File: config.mk
export PLATFORM = sky130hd
export DESIGN_NAME = hist_cdf_reader
export DESIGN_NICKNAME = d
export VERILOG_FILES = /design/src/rtl/hist_pkg.sv /design/src/rtl/hist_skid_fifo.sv /design/src/rtl/hist_cdf_reader.sv
export SDC_FILE = /design/constraint.sdc
export NUM_CORES = 1
export LEC_CHECK = 0
export CAP_MARGIN = 10
export CORE_ASPECT_RATIO = 1.75
export CORE_UTILIZATION = 51
export CTS_CLUSTER_SIZE = 12
export DETAILED_ROUTE_END_ITERATION = 7
export PLACE_DENSITY = 0.88
export SETUP_SLACK_MARGIN = 0.3
export SYNTH_ARGS = -nofsm -noshare
export SYNTH_HDL_FRONTEND = slang
export SYNTH_HIERARCHICAL = 1
export SYNTH_SLANG_ARGS = --single-unit
File: constraint.sdc
create_clock -name iClk -period 2.8 [get_ports iClk]
set_input_delay 0.56 -clock iClk [delete_from_list [all_inputs] [get_ports iClk]]
set_output_delay 0.56 -clock iClk [all_outputs]
set_load 0.03 [all_outputs]
File: src/rtl/hist_pkg.sv
// hist_pkg: shared definitions for the histogram CDF read-out engine.
//   HIST_ADDR_W / HIST_DATA_W / HIST_CDF_W : default bin address, bin count and
//                                           cumulative-sum widths
//   state_e                                : read-out FSM states
//   beat_t                                 : one output beat {bin, count, cdf, last}
// beat_t is sized from the package defaults. A build that overrides the
// top-level widths must change these defaults to match.
package hist_pkg;

  localparam int HIST_ADDR_W = 8;
  localparam int HIST_DATA_W = 20;
  localparam int HIST_CDF_W  = 28;

  typedef enum logic [1:0] {
    ST_IDLE  = 2'd0,
    ST_SWEEP = 2'd1,
    ST_DRAIN = 2'd2,
    ST_DONE  = 2'd3
  } state_e;

  typedef struct packed {
    logic [HIST_ADDR_W-1:0] bin;
    logic [HIST_DATA_W-1:0] count;
    logic [HIST_CDF_W-1:0]  cdf;
    logic                   last;
  } beat_t;

endpackage

File: src/rtl/hist_skid_fifo.sv
// hist_skid_fifo: 2-entry register FIFO carrying histogram beats.
//   clk, rst_n  : clock, asynchronous active-low reset
//   flush       : synchronous empty (wins over push/pop)
//   push        : write push_data
//   push_data   : beat to enqueue
//   pop         : remove the head entry (ignored when empty)
//   head        : current head entry (registered, stable until popped)
//   occupancy   : number of valid entries, 0..2
module hist_skid_fifo
  import hist_pkg::*;
(
  input  logic       clk,
  input  logic       rst_n,
  input  logic       flush,
  input  logic       push,
  input  beat_t      push_data,
  input  logic       pop,
  output beat_t      head,
  output logic [1:0] occupancy
);

  beat_t entry1;
  logic  pop_ok;

  assign pop_ok = pop && (occupancy != 2'd0);

  // Entry 0 is always the head; a pop shifts entry 1 forward.
  always_ff @(posedge clk or negedge rst_n) begin
    if (!rst_n) begin
      occupancy <= 2'd0;
      head      <= '0;
      entry1    <= '0;
    end else if (flush) begin
      occupancy <= 2'd0;
    end else begin
      case ({push, pop_ok})
        2'b10: begin
          if (occupancy == 2'd0) head <= push_data;
          else                   entry1 <= push_data;
          occupancy <= occupancy + 2'd1;
        end
        2'b01: begin
          head      <= entry1;
          occupancy <= occupancy - 2'd1;
        end
        2'b11: begin
          if (occupancy == 2'd1) begin
            head <= push_data;
          end else begin
            head   <= entry1;
            entry1 <= push_data;
          end
        end
        default: ;
      endcase
    end
  end

endmodule

File: src/rtl/hist_cdf_reader.sv
// hist_cdf_reader: sweeps the 256-bin histogram RAM and streams
// {bin, count, running CDF, last} over valid/ready.
//   iClk, iRst_n     : clock, asynchronous active-low reset
//   iStart, iAbort   : start request (IDLE only), synchronous abort
//   oReadAddr        : registered RAM read address
//   iDataIn          : RAM data, valid the cycle after the address
//   oValid, iReady   : output handshake
//   oBin, oCount, oCdf, oLast : beat payload
//   oBusy, oDone, oTotal      : status, done pulse, final CDF
// Optional feature (macro HIST_PEAK_EN): oPeakBin / oPeakCount report the
// highest-count bin of the last completed sweep (ties go to the lower bin).
module hist_cdf_reader
  import hist_pkg::*;
#(
  parameter int ADDR_W = HIST_ADDR_W,
  parameter int DATA_W = HIST_DATA_W,
  parameter int CDF_W  = HIST_CDF_W
) (
  input  logic              iClk,
  input  logic              iRst_n,
  input  logic              iStart,
  input  logic              iAbort,
  output logic [ADDR_W-1:0] oReadAddr,
  input  logic [DATA_W-1:0] iDataIn,
  output logic              oValid,
  input  logic              iReady,
  output logic [ADDR_W-1:0] oBin,
  output logic [DATA_W-1:0] oCount,
  output logic [CDF_W-1:0]  oCdf,
  output logic              oLast,
  output logic              oBusy,
  output logic              oDone,
  output logic [CDF_W-1:0]  oTotal
`ifdef HIST_PEAK_EN
  ,
  output logic [ADDR_W-1:0] oPeakBin,
  output logic [DATA_W-1:0] oPeakCount
`endif
);

  localparam logic [ADDR_W-1:0] TOP_BIN = '1;

  state_e            state;
  logic              vld_p1;
  logic [ADDR_W-1:0] bin_p1;
  logic [CDF_W-1:0]  acc;
  logic [CDF_W-1:0]  cdf_p1;
  logic [1:0]        occ;
  logic [2:0]        occ_eff;
  logic              pop;
  logic              issue;
  logic              last_hs;
  beat_t             head;
  beat_t             push_beat;

  assign pop = oValid & iReady;

  // Slots committed once this cycle's capture and pop settle. Counting the
  // pop lets a read issue every cycle while the consumer keeps up, yet never
  // lets buffered plus in-flight beats exceed the two FIFO entries.
  assign occ_eff = {1'b0, occ} + {2'b00, vld_p1} - {2'b00, pop};
  assign issue   = (state == ST_SWEEP) && (occ_eff < 3'd2);
  assign cdf_p1  = acc + CDF_W'(iDataIn);
  assign last_hs = pop & head.last;

  always_comb begin
    push_beat       = '0;
    push_beat.bin   = bin_p1;
    push_beat.count = iDataIn;
    push_beat.cdf   = cdf_p1;
    push_beat.last  = (bin_p1 == TOP_BIN);
  end

  hist_skid_fifo u_fifo (
    .clk       (iClk),
    .rst_n     (iRst_n),
    .flush     (iAbort),
    .push      (vld_p1),
    .push_data (push_beat),
    .pop       (pop),
    .head      (head),
    .occupancy (occ)
  );

  assign oValid = (occ != 2'd0);
  assign oBin   = head.bin;
  assign oCount = head.count;
  assign oCdf   = head.cdf;
  assign oLast  = head.last;

  // Stage p0: address issue / FSM.  Stage p1: capture of RAM data into the
  // accumulator and FIFO (vld_p1 marks a read whose data arrives this cycle).
  always_ff @(posedge iClk or negedge iRst_n) begin
    if (!iRst_n) begin
      state     <= ST_IDLE;
      oReadAddr <= '0;
      vld_p1    <= 1'b0;
      bin_p1    <= '0;
      acc       <= '0;
      oBusy     <= 1'b0;
      oDone     <= 1'b0;
      oTotal    <= '0;
    end else if (iAbort) begin
      state  <= ST_IDLE;
      vld_p1 <= 1'b0;
      oBusy  <= 1'b0;
      oDone  <= 1'b0;
    end else begin
      vld_p1 <= issue;
      if (issue)  bin_p1 <= oReadAddr;
      if (vld_p1) acc <= cdf_p1;
      oDone <= 1'b0;
      case (state)
        ST_IDLE: begin
          if (iStart) begin
            state     <= ST_SWEEP;
            oReadAddr <= '0;
            acc       <= '0;
            oBusy     <= 1'b1;
          end
        end
        ST_SWEEP: begin
          if (issue) begin
            if (oReadAddr == TOP_BIN) state <= ST_DRAIN;
            else                      oReadAddr <= oReadAddr + ADDR_W'(1);
          end
        end
        ST_DRAIN: begin
          if (last_hs) begin
            state  <= ST_DONE;
            oDone  <= 1'b1;
            oTotal <= head.cdf;
          end
        end
        ST_DONE: begin
          state <= ST_IDLE;
          oBusy <= 1'b0;
        end
        default: state <= ST_IDLE;
      endcase
    end
  end

`ifdef HIST_PEAK_EN
  logic [ADDR_W-1:0] pk_bin_p1;
  logic [DATA_W-1:0] pk_cnt_p1;

  // Strict greater-than over an ascending sweep keeps the lowest tied bin.
  always_ff @(posedge iClk or negedge iRst_n) begin
    if (!iRst_n) begin
      pk_bin_p1  <= '0;
      pk_cnt_p1  <= '0;
      oPeakBin   <= '0;
      oPeakCount <= '0;
    end else if (!iAbort) begin
      if (state == ST_IDLE && iStart) begin
        pk_bin_p1 <= '0;
        pk_cnt_p1 <= '0;
      end else if (vld_p1 && (iDataIn > pk_cnt_p1)) begin
        pk_bin_p1 <= bin_p1;
        pk_cnt_p1 <= iDataIn;
      end
      if (state == ST_DRAIN && last_hs) begin
        oPeakBin   <= pk_bin_p1;
        oPeakCount <= pk_cnt_p1;
      end
    end
  end
`endif

endmodule

==> impl_metrics.py, run 1 <==
metrics = {
    "status": {
        "status": "complete, but fails checks",
        "violations": "design-rule violations",
    },
    "worst_setup_path": {
        "path_cells": "clkdlybuf4s15_1 > ha_4 > o21ai_1 > nor2_1 > buf_4 > o21ai_1 > buf_4 > o21bai_1 > a21oi_1 > xnor2_1 > o21ai_1 > a31oi_1",
        "crit_type": "primary input to flop",
        "cpPeakStageDelay_ns": 0.32,
        "cp.required_ns": 3.15,
        "crit_slowest_cell": "ha_4",
        "cp.arrival_ns": 3.01,
        "endpoint_kind": "flop",
        "worstSetupStartpointType": "primary input",
        "crit_top_cell": "o21ai_1",
        "path_buf_inv": 3,
        "cp_top_family": "compound AO/OA/AOI/OAI gates",
        "critPathMaxFanout": 3,
    },
    "global_route": {
        "grt_max_degree": 64,
        "grt_pass1_wl_um": 44840,
        "antenna_found_initial": 0,
        "overflow": 0,
        "grt_pass1_vias": 8853,
        "track_usage": 0.2955,
    },
    "drt": {
        "drtIter0Drc": 988,
        "finalWirelength_um": 30080,
        "vias": 8596,
        "drc_errors": 14,
        "viasPerCell": 6.552,
        "first_pass_iters": 8,
        "ant_nets": 0,
        "wl_per_cell_um": 22.93,
    },
    "sta": {
        "fmax_mhz": 375.8,
        "fin_crit_sh": 0.9505,
        "worst_slew_pin_slew_ns": 0.8619,
        "drv_slew": 0,
        "slew_headroom": 0.4240,
        "hold_viol": 0,
        "holdWs_ns": 0.08140,
        "finClkSkew_ns": 0.01613,
        "timing.final.crit_period_ns": 2.661,
        "finalSetupViolations": 0,
        "rsz0062_at_grt": "yes",
    },
    "layout": {
        "antenna-diode-count": 0,
        "drive_above_1_share": 0.2691,
        "area_growth_pct": 29.77,
        "nNetsFinal": 1117,
        "n_fill_cell": 1271,
        "fin_util": 0.6777,
    },
    "yosys": {
        "yosysSeqAreaShare": 0.4955,
        "yosys_warnings": 6,
        "synth.avg_cell_area_um2": 10.93,
        "synth_cells": 892,
        "synthFlopType": "dfrtp_1",
        "synth.distinct_cells": 63,
        "synth_enable_flop_cells": 0,
        "synth_seq_cells": 193,
        "syn_area_mm2": 0.009747,
        "synthArstFlopShare": 1.000,
        "synth.net_count": 947,
    },
    "clocking": {
        "clkSinkCount": 193,
        "cts_made_buffers": 17,
        "htreeDepth": 4,
        "clk_latency_ns": 0.45,
        "cts_root_buffer": "clkbuf_16",
        "cts_tree": "done",
        "clkSlewWorstSetupHoldPaths_ns": 0.07,
        "cts_hold_buffers": 0,
        "cts_max_path_buffers": 2,
    },
    "floorplan": {
        "die_width_um": 106.5,
        "start_util": 0.5223,
        "core_area_mm2": 0.01866,
        "die-area_mm2": 0.01969,
        "fp-row-count": 66,
        "die_y_um": 184.9,
        "ios": 121,
    },
    "worst_hold_path": {
        "min_path_type": "primary input to asynchronous set/reset pin",
    },
    "place": {
        "hpwl_um": 18110,
        "place.gp.congestion": 0.9267,
        "io_buffers": 120,
    },
    "power": {
        "powerDensity_mw_per_mm2": 1101,
        "leakage_nw": 5.647,
        "power.total_w": 0.01392,
        "peakVddDrop_mv": 0.5603,
    },
    "run": {
        "maxCapViolations": 0,
    },
}
-- layout make-up --
type | count | area (um2) | share of cell area
Sequential cell | 193 | 4832 | 0.3820
Timing Repair Buffer | 216 | 1978 | 0.1564
Clock buffer | 20 | 446.7 | 0.03531
Clock inverter | 11 | 133.9 | 0.01058
Tap cell | 238 | 297.8 | 0.02354
Inverter | 15 | 56.30 | 0.004451
Multi-Input combinational cell | 619 | 4903 | 0.3877
-- metal layers --
metal,global-route usage,vias to the layer above,share of wire
li1,-,3604,-
met1,0.3219,4259,0.35
met2,0.5174,571,0.52
met3,0.05876,162,0.071
met4,0.1951,0,0.060
met5,0,-,0
-- synth_stat cells, drive strengths merged (2+ instances only) --
cell,n,area [um2]
dfrtp,193,4830
mux2,93,1160
a21oi,83,415.4
o21ai,78,390.4
nand3,65,325.3
a31oi,60,375.4
nand2,38,142.6
clkbuf,34,142.6
nor2,32,120.1
buf,31,232.7
ha,28,350.3
a22o,20,175.2
xnor2,20,182.7
inv,15,56.30
nand4,13,87.58
xor2,13,113.9
a21o,5,40.04
and2,5,33.78
nor2b,5,31.28
o211ai,5,42.54
a211oi,4,35.03
nor3,4,35.03
or3,4,25.02
and3,3,18.77
mux2i,3,30.03
nand2b,3,18.77
o2111ai,3,32.53
or2,3,18.77
or4,3,22.52
a221o,2,20.02
and3b,2,17.52
fa,2,40.04
nand3b,2,15.01
o21a,2,15.01
o21bai,2,15.01
-- final timing paths --
kind / from / end / slack (ns) / cells after the start
worst max-delay path: iDataIn[2] / u_fifo/head[10]$_DFFE_PN0P_ / 0.14 / 12
worst min-delay path: iRst_n / oReadAddr[5]$_DFFE_PN0P_ / 0.08 / 1
worst max register to register: acc[1]$_DFFE_PN0N_ / u_fifo/head[10]$_DFFE_PN0P_ / 0.18 / 11
worst min register to register: oTotal[5]$_DFFE_PN0P_ / oTotal[5]$_DFFE_PN0P_ / 0.50 / 1
max in group asynchronous: iRst_n / u_fifo/head[8]$_DFFE_PN0P_ / 1.94 / 2
min in group iClk: iDataIn[0] / u_fifo/entry1[29]$_DFFE_PN0P_ / 0.47 / 2
-- where the power goes --
group | internal [W] | switching (W) | leakage [nW]
combinational | 0.00308 | 0.00386 | 2.85
sequential | 0.00374 | 0.000789 | 2.52
clock | 0.00134 | 0.00111 | 0.281
total | 0.00817 | 0.00576 | 5.65
-- stage by stage --
stage / std cells / setup TNS (ns) / setup WS (ns) / area, um2
floorplan: 892 / 0 / 0.2440 / 9774
global placement: 1269 / -13.64 / -0.3853 / 11620
detailed placement: 1269 / -17.58 / -0.5040 / 11620
CTS: 1306 / 0 / 0.2982 / 12490
global route: 1312 / 0 / 0.04676 / 12650
finish: 1312 / 0 / 0.1387 / 12650
-- placed cells by master, fill, tap and decap left out, types with 4 or more instances in the layout --
master           count
xnor2_1             15
ha_1                10
mux2_2              63
nand3_1             65
and2_1               4
nor2_1              30
a21oi_2              5
nor2b_1              4
o21ai_1             12
nand2_1             37
o21ai_0             64
buf_12               6
buf_4               89
xor2_1              11
a21oi_1             76
inv_1               15
xnor2_2              4
o211ai_1             4
clkbuf_16           17
mux2_4              30
a31oi_1             59
nand4_1             12
or3_1                4
clkinv_4             6
ha_4                18
dlygate4sd2_1       13
dfrtp_1            191
clkdlybuf4s50_1     99
a22o_1              20
-- logic make-up after synthesis --
kind of cell    share of synthesized area
buf+inv                           0.04429
fa+ha+maj                         0.04121
simple gates                      0.09859
xor+xnor                          0.03042
mux                                0.1221
compound gates                     0.1679
flops                              0.4955
-- sequential cells by signal (all words and copies together), names as in the netlist, 2 cells and up --
register	cells
u_fifo/head	57
bin_p1	8
acc	28
state	2
u_fifo/entry1	57
u_fifo/occupancy	2
oReadAddr	8
oTotal	28
-- what timing repair did --
| action | 4_1_cts | 5_1_grt |
|---|---|---|
| pin swaps | 21 | 18 |
| setup buffers | 6 | 6 |
| endpoints found under the setup margin | 56 | 36 |
| endpoints found under the hold margin | 0 | 0 |
| gates resized for setup | 58 | 33 |
Note: power is estimated with default switching activity, not from simulation.
==> run 2, diff against run 1 <==
CORE_MARGIN = 3   (was default)
CORE_UTILIZATION = 45   (was 51)
CTS_CLUSTER_DIAMETER = 60   (was default)
PLACE_DENSITY = 0.8   (was 0.88)
==> run 2 against run 1 <==
Net effect: the flow now finishes without violations; register-to-register slack got worse by 0.05 ns; global-route usage fell by 5.9 points; fmax is 0.15% lower; combinational power is 2% lower; critical path type is now flop to flop; critical endpoint is now u_fifo/head[28]$_DFFE_PN0P_; largest cell class unchanged.
==> impl_metrics.py, run 2 (synthesis gave the netlist of run 1 again) <==
metrics = {
    "power": {
        "leakage_nw": 5.755,
        "powerDensity_mw_per_mm2": 1073,
        "peakVddDrop_mv": 0.4458,
        "power.total_w": 0.01381,
    },
    "floorplan": {
        "ios": 121,
        "core_area_mm2": 0.02111,
        "die_width_um": 117.3,
        "fp-row-count": 70,
        "die-area_mm2": 0.02353,
        "die_y_um": 200.7,
        "start_util": 0.4618,
    },
    "global_route": {
        "antenna_found_initial": 0,
        "overflow": 0,
        "grt_pass1_vias": 8495,
        "track_usage": 0.2367,
        "grt_pass1_wl_um": 44100,
        "grt_max_degree": 66,
    },
    "layout": {
        "antenna-diode-count": 0,
        "area_growth_pct": 32.09,
        "final_cell_mix": "dfrtp_1, clkdlybuf4s50_1, buf_4",
        "final_common_cell": "dfrtp_1",
        "fin_area_mm2": 0.01287,
        "drive_above_1_share": 0.2855,
        "reg_top3": "u_fifo/entry1 x57, u_fifo/head x57",
        "nNetsFinal": 1135,
    },
    "worst_setup_path": {
        "cp.arrival_ns": 3.04,
        "cpPeakStageDelay_ns": 0.43,
        "crit_slowest_cell": "dfrtp_1",
        "cp.required_ns": 3.17,
        "r2r-end": "u_fifo/head[28]$_DFFE_PN0P_",
        "endpoint_kind": "flop",
        "crit_type": "flop to flop",
        "path_cells": "ha_4 > buf_6 > nand4_1 > nor2_1 > o211ai_1 > buf_4 > buf_6 > a211oi_4 > nor2_4 > and3b_2 > xnor2_2 > o21ai_1 > a31oi_1",
        "crit_top_cell": "buf_6",
        "reg2reg_slack_ns": 0.13,
        "r2r_start": "acc[14]$_DFFE_PN0N_",
        "worstSetupStartpointType": "flop",
        "r2r_cells": 13,
        "critPathMaxFanout": 4,
    },
    "sta": {
        "timing.final.crit_period_ns": 2.665,
        "hold_viol": 0,
        "worst_slew_pin_slew_ns": 0.8403,
        "slew_headroom": 0.4385,
        "finalSetupTns_ns": 0,
        "finalSetupViolations": 0,
        "rsz0062_at_grt": "yes",
        "drv_slew": 0,
        "fmax_mhz": 375.2,
        "fin_crit_sh": 0.9519,
        "finClkSkew_ns": 0.01516,
    },
    "place": {
        "place.gp.congestion": 0.9662,
        "io_buffers": 120,
        "dpl_cell_area_mm2": 0.01173,
        "hpwl_um": 18340,
    },
    "clocking": {
        "cts_tree": "done",
        "cts_made_buffers": 17,
        "htreeDepth": 4,
        "cts_hold_buffers": 0,
        "clk_latency_ns": 0.45,
        "clkSinkCount": 193,
        "clkSlewWorstSetupHoldPaths_ns": 0.07,
        "cts_max_path_buffers": 2,
        "cts_root_buffer": "clkbuf_16",
    },
    "status": {
        "status": "completed",
    },
    "drt": {
        "vias": 8196,
        "first_pass_iters": 5,
        "ant_nets": 0,
        "finalWirelength_um": 28020,
        "viasPerCell": 5.935,
        "drtIter0Drc": 825,
        "drc_errors": 0,
        "wl_per_cell_um": 20.29,
    },
    "run": {
        "maxCapViolations": 0,
    },
    "worst_hold_path": {
        "min_path_type": "primary input to asynchronous set/reset pin",
    },
}
## run 2: changes by cell type in the layout (fill, tap and decap cells not counted), moves of 4 or more
| cell | previous run | this run |
|---|---|---|
| ha_4 | 18 | 14 |
| buf_4 | 89 | 100 |
| clkinv_4 | 6 | 1 |
| inv_6 | 1 | 5 |
| buf_6 | 1 | 8 |
## run 2: final cells by class
| type | count | area, um2 |
|---|---|---|
| fill | 1633 | 8233 |
| timing repair buffer | 233 | 2121 |
| multi-input combinational | 620 | 4902 |
| sequential | 193 | 4832 |
| clock buffer | 20 | 456.7 |
| clock inverter | 12 | 146.4 |
| tap | 288 | 360.3 |
| inverter | 15 | 56.30 |
## run 2: metal layers
layer	vias up	track usage	share of wire	wire, um
met3	93	0.03107	0.044	1244
met2	325	0.4154	0.54	15100
met5	-	0	0	0
li1	3655	-	-	-
met4	0	0.1107	0.041	1145
met1	4123	0.2787	0.38	10530
## run 2: through the flow
step / hold slack [ns] / setup WS (ns) / instances / util
after floorplan: 0.2644 / 0.2440 / 892 / -
after global placement: 0.4867 / -0.4266 / 1327 / 0.5558
after detailed placement: 0.4906 / -0.4886 / 1327 / 0.5558
after CTS: 0.1312 / 0.2957 / 1370 / 0.5957
after global routing: 0.1569 / 0.03962 / 1381 / 0.6100
final: 0.1100 / 0.1348 / 1381 / 0.6100
## run 2: worst max-delay path, delay by kind of cell (launching register included)
family / cells / cell delay, ns
AO/OA/AOI/OAI: 4 / 0.75
AND/OR/NAND/NOR: 4 / 0.63
flip-flops: 1 / 0.43
buffers and inverters: 3 / 0.37
adder cells (fa/ha/maj): 1 / 0.29
XOR/XNOR: 1 / 0.12
## run 2: worst max-delay path by stage
stage | from | end | cells past startpoint
6_report | acc[14]$_DFFE_PN0N_ | u_fifo/head[28]$_DFFE_PN0P_ | 13
3_5_place_dp | iDataIn[0] | u_fifo/head[27]$_DFFE_PN0P_ | 12
4_1_cts | iDataIn[0] | u_fifo/head[27]$_DFFE_PN0P_ | 12
2_1_floorplan | iReady | oReadAddr[5]$_DFFE_PN0P_ | 9
5_1_grt | iDataIn[19] | acc[27]$_DFFE_PN0N_ | 8
3_3_place_gp | iDataIn[0] | u_fifo/entry1[25]$_DFFE_PN0P_ | 11
## run 2: repair_timing
item / in CTS / in global routing
pin swaps: 20 / 33
endpoints found under the hold margin: 0 / 0
gates cloned: 1 / 0
setup endpoints to repair: 52 / 43
buffers inserted: 10 / 11
resized for setup: 41 / 56
## run 2: where the power goes
part	internal [W]	switching (W)	total, W	leakage, nW
clock network	0.00139	0.00115	0.00253	0.287
registers	0.00374	0.000749	0.00449	2.52
logic	0.00313	0.00366	0.00679	2.95
==> run 3, diff against run 2 <==
RECOVER_POWER = 50   (was default)
==> run 3 against run 2 <==
Net effect: the run now ends with max-capacitance violations, max-slew violations left; cell area fell by 0.41%; fmax barely moved; sequential share of layout area rose by 0.15 points; total power fell by 0.60%; cell count did not move; first-iteration DRC count rose by 13%; critical path type is now primary input to flop; largest power group unchanged.
==> impl_metrics.py, run 3 (synthesis gave the netlist of run 1 again) <==
metrics = {
    "power": {
        "powerDensity_mw_per_mm2": 1071,
        "power.total_w": 0.01373,
        "peakVddDrop_mv": 0.4467,
        "leakage_nw": 5.803,
    },
    "worst_setup_path": {
        "r2r_cells": 12,
        "endpoint_kind": "flop",
        "path_buf_inv": 2,
        "cp.arrival_ns": 3.04,
        "r2r_start": "acc[14]$_DFFE_PN0N_",
        "critPathMaxFanout": 5,
        "worstSetupStartpointType": "primary input",
        "crit_type": "primary input to flop",
        "crit_slowest_cell": "ha_1",
        "path_cells": "clkdlybuf4s50_1 > ha_1 > nand2_1 > o21ai_0 > buf_4 > o2111ai_4 > or3_1 > o21ai_1",
        "cp_top_family": "buffers and inverters",
        "cpPeakStageDelay_ns": 0.50,
        "reg2reg_slack_ns": 0.14,
        "cp.required_ns": 3.17,
        "r2r-end": "u_fifo/entry1[28]$_DFFE_PN0P_",
    },
    "place": {
        "place.gp.congestion": 0.9662,
        "hpwl_um": 18340,
        "io_buffers": 120,
    },
    "drt": {
        "ant_nets": 0,
        "first_pass_iters": 5,
        "vias": 8176,
        "wl_per_cell_um": 20.26,
        "drc_errors": 0,
        "viasPerCell": 5.920,
        "drtIter0Drc": 934,
        "finalWirelength_um": 27980,
    },
    "worst_hold_path": {
        "min_path_cells": 2,
        "min_path_type": "primary input to flop",
        "min_to": "u_fifo/entry1[29]$_DFFE_PN0P_",
        "min_from": "iDataIn[0]",
    },
    "clocking": {
        "clkSlewWorstSetupHoldPaths_ns": 0.08,
        "clk_latency_ns": 0.45,
        "cts_made_buffers": 17,
        "clkSinkCount": 193,
        "cts_tree": "done",
        "htreeDepth": 4,
        "cts_max_path_buffers": 2,
        "cts_root_buffer": "clkbuf_16",
    },
    "layout": {
        "reg_top3": "u_fifo/entry1 x57, u_fifo/head x57",
        "antenna-diode-count": 0,
        "final_common_cell": "dfrtp_1",
        "final_cell_mix": "dfrtp_1, buf_4, a21oi_1",
        "nNetsFinal": 1135,
        "area_growth_pct": 31.55,
        "drive_above_1_share": 0.2790,
    },
    "sta": {
        "finalSetupViolations": 0,
        "timing.final.crit_period_ns": 2.668,
        "rsz0062_at_grt": "yes",
        "fmax_mhz": 374.9,
        "finalSetupTns_ns": 0,
        "slew_headroom": -0.1828,
        "hold_viol": 0,
        "fin_crit_sh": 0.9528,
        "finClkSkew_ns": 0.01516,
        "worst_slew_pin_slew_ns": 1.774,
        "drv_slew": 65,
    },
    "floorplan": {
        "start_util": 0.4618,
        "die_y_um": 200.7,
        "fp-row-count": 70,
        "core_area_mm2": 0.02111,
        "die_width_um": 117.3,
        "die-area_mm2": 0.02353,
        "ios": 121,
    },
    "status": {
        "violations": "max-capacitance violations, max-slew violations",
        "status": "complete, but fails checks",
    },
    "run": {
        "maxCapViolations": 1,
    },
    "global_route": {
        "antenna_found_initial": 0,
        "overflow": 0,
        "grt_pass1_wl_um": 44100,
        "track_usage": 0.2367,
        "grt_max_degree": 66,
        "grt_pass1_vias": 8495,
    },
}
[run 3: changes by cell type in the layout (fill, tap and decap cells not counted)]
cell             delta
clkbuf_8            -1
clkbuf_2            +3
dlygate4sd3_1      +29
buf_12              -1
clkdlybuf4s50_1    -29
nor3b_1             +1
nor3b_2             -1
clkbuf_1            +5
fa_2                -1
buf_4               -6
fa_1                +1
[run 3: layer usage]
metal	vias to the layer above	wire length, um	GRT usage	part of all wire
li1	3653	-	-	-
met2	323	15310	0.4154	0.55
met4	0	1129	0.1107	0.040
met1	4115	10310	0.2787	0.37
met5	-	0	0	0
met3	85	1226	0.03107	0.044
[run 3: per-stage QoR]
step	std cells	setup WS, ns	utilization	hold slack, ns	cell area (um2)
after global placement	1327	-0.4266	0.5558	0.4867	11730
after CTS	1370	0.2957	0.5957	0.1312	12570
after detailed placement	1327	-0.4886	0.5558	0.4906	11730
after global routing	1381	0.03962	0.6075	0.4703	12820
final	1381	0.1323	0.6075	0.4493	12820
after floorplan	892	0.2440	-	0.2644	9774
[run 3: layout make-up]
cell class / instances / area, um2
Fill cell: 1647 / 8285
Timing Repair Buffer: 233 / 2076
Clock buffer: 20 / 456.7
Inverter: 15 / 56.30
Sequential cell: 193 / 4832
Tap cell: 288 / 360.3
Multi-Input combinational cell: 620 / 4895
Clock inverter: 12 / 146.4
[run 3: worst max-delay path by stage]
| stage | start | end | slack, ns | depth (start not counted) |
|---|---|---|---|---|
| floorplan | iReady | oReadAddr[5]$_DFFE_PN0P_ | 0.24 | 9 |
| global placement | iDataIn[0] | u_fifo/entry1[25]$_DFFE_PN0P_ | -0.43 | 11 |
| global route | iDataIn[19] | acc[27]$_DFFE_PN0N_ | 0.04 | 8 |
| detailed placement | iDataIn[0] | u_fifo/head[27]$_DFFE_PN0P_ | -0.49 | 12 |
| finish | iDataIn[19] | acc[27]$_DFFE_PN0N_ | 0.13 | 8 |
| CTS | iDataIn[0] | u_fifo/head[27]$_DFFE_PN0P_ | 0.30 | 12 |
[run 3: report_power, final]
group	switching, W	leakage [nW]	total (W)	internal [W]
sequential	0.000743	2.52	0.00448	0.00374
clock	0.00114	0.287	0.00252	0.00139
combinational	0.00365	3.00	0.00672	0.00307
total	0.00553	5.80	0.0137	0.00820
[run 3: what timing repair did]
action,CTS,global route
gates cloned,1,0
endpoints found under the hold margin,0,0
setup buffers,10,11
pin swaps,20,33
hold buffers,0,0
gates resized for setup,41,56
setup endpoints to repair,52,43
